**config.mk**
```make
export PLATFORM = sky130hd
export DESIGN_NAME = relay_scheduler
export DESIGN_NICKNAME = d
export VERILOG_FILES = /design/src/rtl/relay_scheduler_pkg.sv /design/src/rtl/relay_nibble_fifo.sv /design/src/rtl/relay_scheduler.sv
export SDC_FILE = /design/constraint.sdc
export NUM_CORES = 1
export LEC_CHECK = 0
export ABC_CLOCK_PERIOD_IN_PS = 3240
export CAP_MARGIN = 15
export CORE_MARGIN = 2
export CORE_UTILIZATION = 44
export DETAILED_ROUTE_END_ITERATION = 16
export GPL_TIMING_DRIVEN = 0
export PLACE_DENSITY = 0.66
export REMOVE_ABC_BUFFERS = 1
export SLEW_MARGIN = 20
export SYNTH_ARGS = -nofsm -noshare
export SYNTH_HDL_FRONTEND = slang
export SYNTH_SLANG_ARGS = --single-unit
export TNS_END_PERCENT = 5
```
**constraint.sdc**
```tcl
create_clock -name clk -period 3.24 [get_ports clk]
set_input_delay 0.81 -clock clk [delete_from_list [all_inputs] [get_ports clk]]
set_output_delay 0.81 -clock clk [all_outputs]
set_load 0.05 [all_outputs]
```
**src/rtl/relay_scheduler_pkg.sv**
```systemverilog
// relay_scheduler_pkg: shared mode codes, owner encodings and scheduler states
package relay_scheduler_pkg;
  localparam logic [2:0] FAKE_READER = 3'b101;
  localparam logic [2:0] FAKE_TAG = 3'b110;
  localparam logic [1:0] OWNER_NONE = 2'b00;
  localparam logic [1:0] OWNER_RDR = 2'b01;
  localparam logic [1:0] OWNER_TAG = 2'b10;
  typedef enum logic [1:0] {IDLE, GRANT_RDR, GRANT_TAG, FLUSH} state_e;
  function automatic logic mode_enabled(input logic [2:0] m);
    return m == FAKE_READER || m == FAKE_TAG;
  endfunction
endpackage

```
**src/rtl/relay_nibble_fifo.sv**
```systemverilog
// relay_nibble_fifo: nibble FIFO with flush and a look-ahead full flag for registered ready
module relay_nibble_fifo #(
  parameter int DEPTH = 4
) (
  input  logic       clk,
  input  logic       reset_n,
  input  logic       flush,
  input  logic       push,
  input  logic       pop,
  input  logic [3:0] din,
  output logic [3:0] dout,
  output logic       full,
  output logic       empty,
  output logic       full_next
);
  localparam int AW = $clog2(DEPTH);
  localparam int CW = AW + 1;
  logic [3:0] mem_q [DEPTH];
  logic [3:0] mem_d [DEPTH];
  logic [AW-1:0] wr_q, wr_d, rd_q, rd_d;
  logic [CW-1:0] cnt_q, cnt_d;
  logic push_ok, pop_ok;
  assign full = cnt_q == CW'(DEPTH);
  assign empty = cnt_q == '0;
  assign full_next = cnt_d == CW'(DEPTH);
  assign dout = mem_q[rd_q];
  assign push_ok = push && !full && !flush;
  assign pop_ok = pop && !empty && !flush;
  always_comb begin
    mem_d = mem_q;
    wr_d = flush ? '0 : wr_q + AW'(push_ok);
    rd_d = flush ? '0 : rd_q + AW'(pop_ok);
    cnt_d = flush ? '0 : cnt_q + CW'(push_ok) - CW'(pop_ok);
    if (push_ok) mem_d[wr_q] = din;
  end
  always_ff @(posedge clk or negedge reset_n) begin
    if (!reset_n) begin
      mem_q <= '{default: '0};
      wr_q <= '0;
      rd_q <= '0;
      cnt_q <= '0;
    end else begin
      mem_q <= mem_d;
      wr_q <= wr_d;
      rd_q <= rd_d;
      cnt_q <= cnt_d;
    end
  end
endmodule

```
**src/rtl/relay_scheduler.sv**
```systemverilog
// relay_scheduler: slot-based arbiter issuing one buffered reader/tag nibble per slot to the relay datapath
module relay_scheduler
  import relay_scheduler_pkg::*;
#(
  parameter int FIFO_DEPTH = 4,
  parameter int SLOT_CYCLES = 64,
  parameter int IDLE_SLOTS = 8
) (
  input  logic       clk,
  input  logic       reset_n,
  input  logic [2:0] hi_simulate_mod_type,
  input  logic [3:0] rdr_nibble,
  input  logic       rdr_valid,
  output logic       rdr_ready,
  input  logic [3:0] tag_nibble,
  input  logic       tag_valid,
  output logic       tag_ready,
  output logic [3:0] data_in,
  output logic       data_in_available,
  output logic [1:0] owner,
  output logic       overflow,
  output logic       idle_timeout
);
  localparam int SW = $clog2(SLOT_CYCLES);
  localparam int IW = $clog2(IDLE_SLOTS + 1);
  state_e state_q, state_d;
  logic [SW-1:0] slot_q, slot_d;
  logic [IW-1:0] idle_q, idle_d, idle_inc;
  logic [2:0] mode_q, mode_d;
  logic [3:0] data_q, data_d, r_head, t_head;
  logic seen_q, seen_d, last_tag_q, last_tag_d;
  logic avail_q, avail_d, timeout_q, timeout_d, ovf_q, ovf_d;
  logic rrdy_q, rrdy_d, trdy_q, trdy_d;
  logic ok, change, flush, boundary, pop_r, pop_t;
  logic r_full, r_empty, r_full_next, t_full, t_empty, t_full_next;
  assign ok = mode_enabled(hi_simulate_mod_type);
  assign change = seen_q && hi_simulate_mod_type != mode_q;
  assign flush = change || state_q == FLUSH;
  assign boundary = slot_q == '0;
  assign idle_inc = idle_q + 1'b1;
  relay_nibble_fifo #(.DEPTH(FIFO_DEPTH)) u_rdr_fifo (
    .clk(clk), .reset_n(reset_n), .flush(flush), .push(rdr_valid && rrdy_q), .pop(pop_r),
    .din(rdr_nibble), .dout(r_head), .full(r_full), .empty(r_empty), .full_next(r_full_next)
  );
  relay_nibble_fifo #(.DEPTH(FIFO_DEPTH)) u_tag_fifo (
    .clk(clk), .reset_n(reset_n), .flush(flush), .push(tag_valid && trdy_q), .pop(pop_t),
    .din(tag_nibble), .dout(t_head), .full(t_full), .empty(t_empty), .full_next(t_full_next)
  );
  always_comb begin
    state_d = state_q;
    idle_d = idle_q;
    last_tag_d = last_tag_q;
    timeout_d = 1'b0;
    pop_r = 1'b0;
    pop_t = 1'b0;
    if (change) begin
      state_d = FLUSH;
      idle_d = '0;
    end else begin
      case (state_q)
        IDLE: if (ok && boundary && !(r_empty && t_empty)) begin
          pop_r = !r_empty && (t_empty || last_tag_q);
          pop_t = !pop_r;
          state_d = pop_r ? GRANT_RDR : GRANT_TAG;
          last_tag_d = pop_t;
          idle_d = '0;
        end
        GRANT_RDR, GRANT_TAG: if (boundary) begin
          pop_r = state_q == GRANT_RDR && !r_empty;
          pop_t = state_q == GRANT_TAG && !t_empty;
          timeout_d = !(pop_r || pop_t) && idle_inc == IW'(IDLE_SLOTS);
          idle_d = (pop_r || pop_t || timeout_d) ? '0 : idle_inc;
          state_d = timeout_d ? IDLE : state_q;
        end
        default: state_d = IDLE;
      endcase
    end
  end
  always_comb begin
    slot_d = slot_q + 1'b1;
    mode_d = hi_simulate_mod_type;
    seen_d = 1'b1;
    ovf_d = !flush && (ovf_q || (ok && ((rdr_valid && r_full) || (tag_valid && t_full))));
    rrdy_d = ok && !change && !r_full_next;
    trdy_d = ok && !change && !t_full_next;
    avail_d = pop_r || pop_t;
    data_d = pop_r ? r_head : pop_t ? t_head : data_q;
  end
  always_ff @(posedge clk or negedge reset_n) begin
    if (!reset_n) begin
      state_q <= IDLE;
      slot_q <= '0;
      idle_q <= '0;
      mode_q <= '0;
      seen_q <= 1'b0;
      last_tag_q <= 1'b1;
      data_q <= '0;
      avail_q <= 1'b0;
      timeout_q <= 1'b0;
      ovf_q <= 1'b0;
      rrdy_q <= 1'b0;
      trdy_q <= 1'b0;
    end else begin
      state_q <= state_d;
      slot_q <= slot_d;
      idle_q <= idle_d;
      mode_q <= mode_d;
      seen_q <= seen_d;
      last_tag_q <= last_tag_d;
      data_q <= data_d;
      avail_q <= avail_d;
      timeout_q <= timeout_d;
      ovf_q <= ovf_d;
      rrdy_q <= rrdy_d;
      trdy_q <= trdy_d;
    end
  end
  assign rdr_ready = rrdy_q;
  assign tag_ready = trdy_q;
  assign data_in = data_q;
  assign data_in_available = avail_q;
  assign overflow = ovf_q;
  assign idle_timeout = timeout_q;
  assign owner = state_q == GRANT_RDR ? OWNER_RDR : state_q == GRANT_TAG ? OWNER_TAG : OWNER_NONE;
endmodule
```
==> summary.txt <==
Power and ir drop
  – PwrDens: 506 mW/mm^2
  – Pleak: 2.13 nW
  – VDD IR max: 0.000234 V

STA
  – Setup violators final: 1
  – RSZ-0062 raised after global routing: yes
  – Setup tns final: -10.6 ps
  – Fmax: 0.308 GHz
  – Period utilization: 100%
  – Max Transition Viols Final: 0
  – Slew headroom: 42.4%
  – Clock skew: 8.13 ps
  – Period minus WS final: 3250 ps
  – Final hold viol count: 0
  – Worst slew pin tran: 857 ps
  – Final critical-path setup slack: -10.6 ps

Finish
  – P&R area growth vs syn: 24.6%
  – Number of fill cells: 676
  – Post-route insts no fill: 460
  – Diode count: 0
  – Layout cells sized above 1: 33.2%
  – Post-layout util: 55.9%
  – Post-layout instance area: 0.00454 mm^2
  – Nets: 384

Synthesis
  – Post-Syn Instances: 293
  – Syn avg cell area: 12.4 um^2
  – Async SR Flop Fraction: 100%
  – Seq/Total Area, Yosys: 49.4%
  – Number of enable flip-flop cells after synthesis: 0
  – #FFs+latches synth: 72
  – Most used DFF post-synth: dfrtp_1
  – Syn Std Cell Area: 0.00365 mm^2
  – Synth unique cells: 50
  – Synthesis Warnings: 0

Die
  – Core footprint: 0.00813 mm^2
  – Cell row count: 33
  – Die area: 0.00903 mm^2
  – Io pins: 26
  – Die height: 95.0 um
  – Starting Density: 44.8%
  – Die W: 95.0 um

Drt
  – Drt via density: 5.28
  – WL/cell: 15.9 um
  – Antenna Violating Nets Remaining: 0
  – DRC: 0
  – Vias: 2430
  – Pre-antenna DRT Iters: 4
  – Drt total wl: 7.30 mm
  – Initial DRC count: 102

Critical path
  – Worst reg2reg path startpoint: state_q[0]
  – Startpoint Class: input port
  – Crit path capture type: register
  – Crit Path Class: input port to register
  – R2R cell count: 15
  – Critical path arrival: 3480 ps
  – Register-to-register setup slack: -10 ps
  – Critical path endpoint: tag_ready
  – Critical path origin: hi_simulate_mod_type[0]
  – Worst EP required: 3470 ps
  – R2r endpoint: tag_ready
  – Critical path peak fanout: 3

CTS
  – # hold bufs at CTS: 0
  – Reg clk slew, reported paths: 70 ps
  – Clk root buf: clkbuf_8
  – CTS Buf Count: 9
  – Clock buffer depth: 2
  – CTS tree: built
  – H-Tree Depth: 3
  – Clock Latency Late Sink: 350 ps
  – Sinks on Clock Net: 72

Run
  – Max-cap violations: 0

Hold path
  – HP Class: input port to async pin

Global routing
  – Total GRT Usage: 18.3%
  – Largest net degree at the start of global routing: 49
  – Total grt overflow: 0
  – Vias in the first global route: 2493
  – First-pass GRT wire length: 12.3 mm
  – Initial antenna violation count: 0

Outcome
  – Failing checks: negative setup slack
  – Outcome: finished, violations left

Place
  – DPL Wire Length: 4.97 mm
  – Placed cell areas: 0.00404 mm^2
  – Final Wtd Congestion: 0.779
  – DP Cell Count: 421
  – IO Port Bufs: 25
  – Worst slack, placed: -1250 ps
-- cell usage in the layout, fill, tap and decap left out, types with 2 or more instances in the layout --
| cell type | count |
|---|---|
| nor3_1 | 5 |
| nor2_1 | 20 |
| nand2_2 | 2 |
| nand3_2 | 2 |
| xnor2_1 | 9 |
| xor2_2 | 3 |
| nand2b_1 | 3 |
| xor2_1 | 4 |
| nor3b_2 | 4 |
| inv_2 | 3 |
| clkdlybuf4s50_1 | 21 |
| a221o_1 | 2 |
| and2_1 | 3 |
| clkdlybuf4s15_2 | 2 |
| nor4b_1 | 2 |
| o21ai_0 | 4 |
| fa_2 | 2 |
| inv_1 | 14 |
| o31ai_1 | 3 |
| ha_1 | 14 |
| a31oi_1 | 4 |
| buf_4 | 24 |
| nor3_4 | 2 |
| nand3_1 | 9 |
| nor2_4 | 3 |
| nand2_1 | 5 |
| a32o_1 | 2 |
| clkbuf_8 | 11 |
| dfrtp_1 | 71 |
| mux4_2 | 8 |
| and3_1 | 9 |
| nor2b_1 | 2 |
| a21oi_1 | 9 |
| o21ai_1 | 6 |
| ha_2 | 2 |
| mux2_2 | 32 |
| or3_4 | 2 |
-- through the flow --
| step | power [mW] | hold slack [ps] |
|---|---|---|
| final | 2.30 | 363 |
| after global routing | 2.42 | 363 |
| after CTS | 2.32 | 362 |
| after detailed placement | 1.52 | 492 |
| after floorplan | 1.36 | 464 |
| after global placement | 1.51 | 482 |
-- how the worst min path moves through the flow --
stage                               end  slack [ps]           startpoint  cells past startpoint
finish                        mode_q[0]         360              reset_n                      1
global route                  slot_q[5]         360              reset_n                      1
CTS                           slot_q[5]         360              reset_n                      1
detailed placement  u_tag_fifo.mem_q[7]         490  u_tag_fifo.mem_q[7]                      1
global placement              slot_q[0]         480            slot_q[0]                      1
floorplan                     slot_q[0]         460            slot_q[0]                      1
-- cells by family (layout without fill, tap and decap cells) --
kind of cell	after synthesis	in the layout	share of synthesized area [%]
flip-flops	72	72	49.4
XOR/XNOR	16	16	3.84
multiplexers	41	41	15.1
adder cells (fa/ha/maj)	19	19	6.93
AND/OR/NAND/NOR	82	82	14.1
buffers and inverters	20	82	2.16
AO/OA/AOI/OAI	42	42	8.37
other	1	1	0.103
-- state kept, by name (all words and copies together) (netlist names) --
name               count
data_in                4
data_in_available      1
idle_q                 4
idle_timeout           1
last_tag_q             1
mode_q                 3
overflow               1
rdr_ready              1
seen_q                 1
slot_q                 6
state_q                2
tag_ready              1
u_rdr_fifo.cnt_q       3
u_rdr_fifo.mem_q      16
u_rdr_fifo.rd_q        2
u_rdr_fifo.wr_q        2
u_tag_fifo.cnt_q       3
u_tag_fifo.mem_q      16
u_tag_fifo.rd_q        2
u_tag_fifo.wr_q        2
-- metal layers --
metal,share of wire [%],track usage (%),vias up
li1,-,-,1180
met1,47,24.6,1211
met2,49,28.7,28
met3,2.5,4.03,11
met4,1.9,7.61,0
met5,0,0,-
-- synthesized netlist by cell type, drive strengths merged (5+ instances only) --
cell type / number / area (um^2)
nand3: 11 / 65.1
o21ai: 10 / 50.1
inv: 17 / 63.8
nor2: 23 / 86.3
xor2: 7 / 61.3
and3: 9 / 56.3
xnor2: 9 / 78.8
nor3b: 5 / 57.6
a21oi: 9 / 45.0
mux4: 8 / 180
mux2: 32 / 360
ha: 17 / 213
nand2: 7 / 26.3
nor3: 7 / 40.0
dfrtp: 71 / 1780
-- worst max-delay path, cell delays in order --
cell	delay, ps
clkdlybuf4s15_2	220
xor2_2	260
nand4b_4	180
o32ai_4	330
nand2_2	120
nor3_4	160
ha_1	250
inv_1	60
ha_2	160
inv_2	40
fa_2	570
inv_1	50
o21ai_0	180
a21oi_1	90
-- where the power goes --
part / switching, mW / leakage (nW) / internal [mW] / total (mW)
logic: 0.299 / 1.07 / 0.234 / 0.533
registers: 0.0499 / 0.959 / 0.970 / 1.02
clock network: 0.348 / 0.103 / 0.400 / 0.748
total: 0.698 / 2.13 / 1.60 / 2.30
-- repair_timing --
action / in CTS / in global routing
setup endpoints to repair: 7 / 4
setup buffers: 14 / 9
resized for setup: 32 / 7
pin swaps: 13 / 11
-- final cells by class --
type,instances,area [um^2],area share [%]
Inverter,17,63.8,1.40
Sequential cell,72,1800,39.7
Timing Repair Buffer,49,445,9.80
Clock inverter,4,51.3,1.13
Tap cell,105,131,2.89
Multi-Input combinational cell,201,1890,41.7
Clock buffer,12,155,3.42
(Power assumes the default switching activity.)
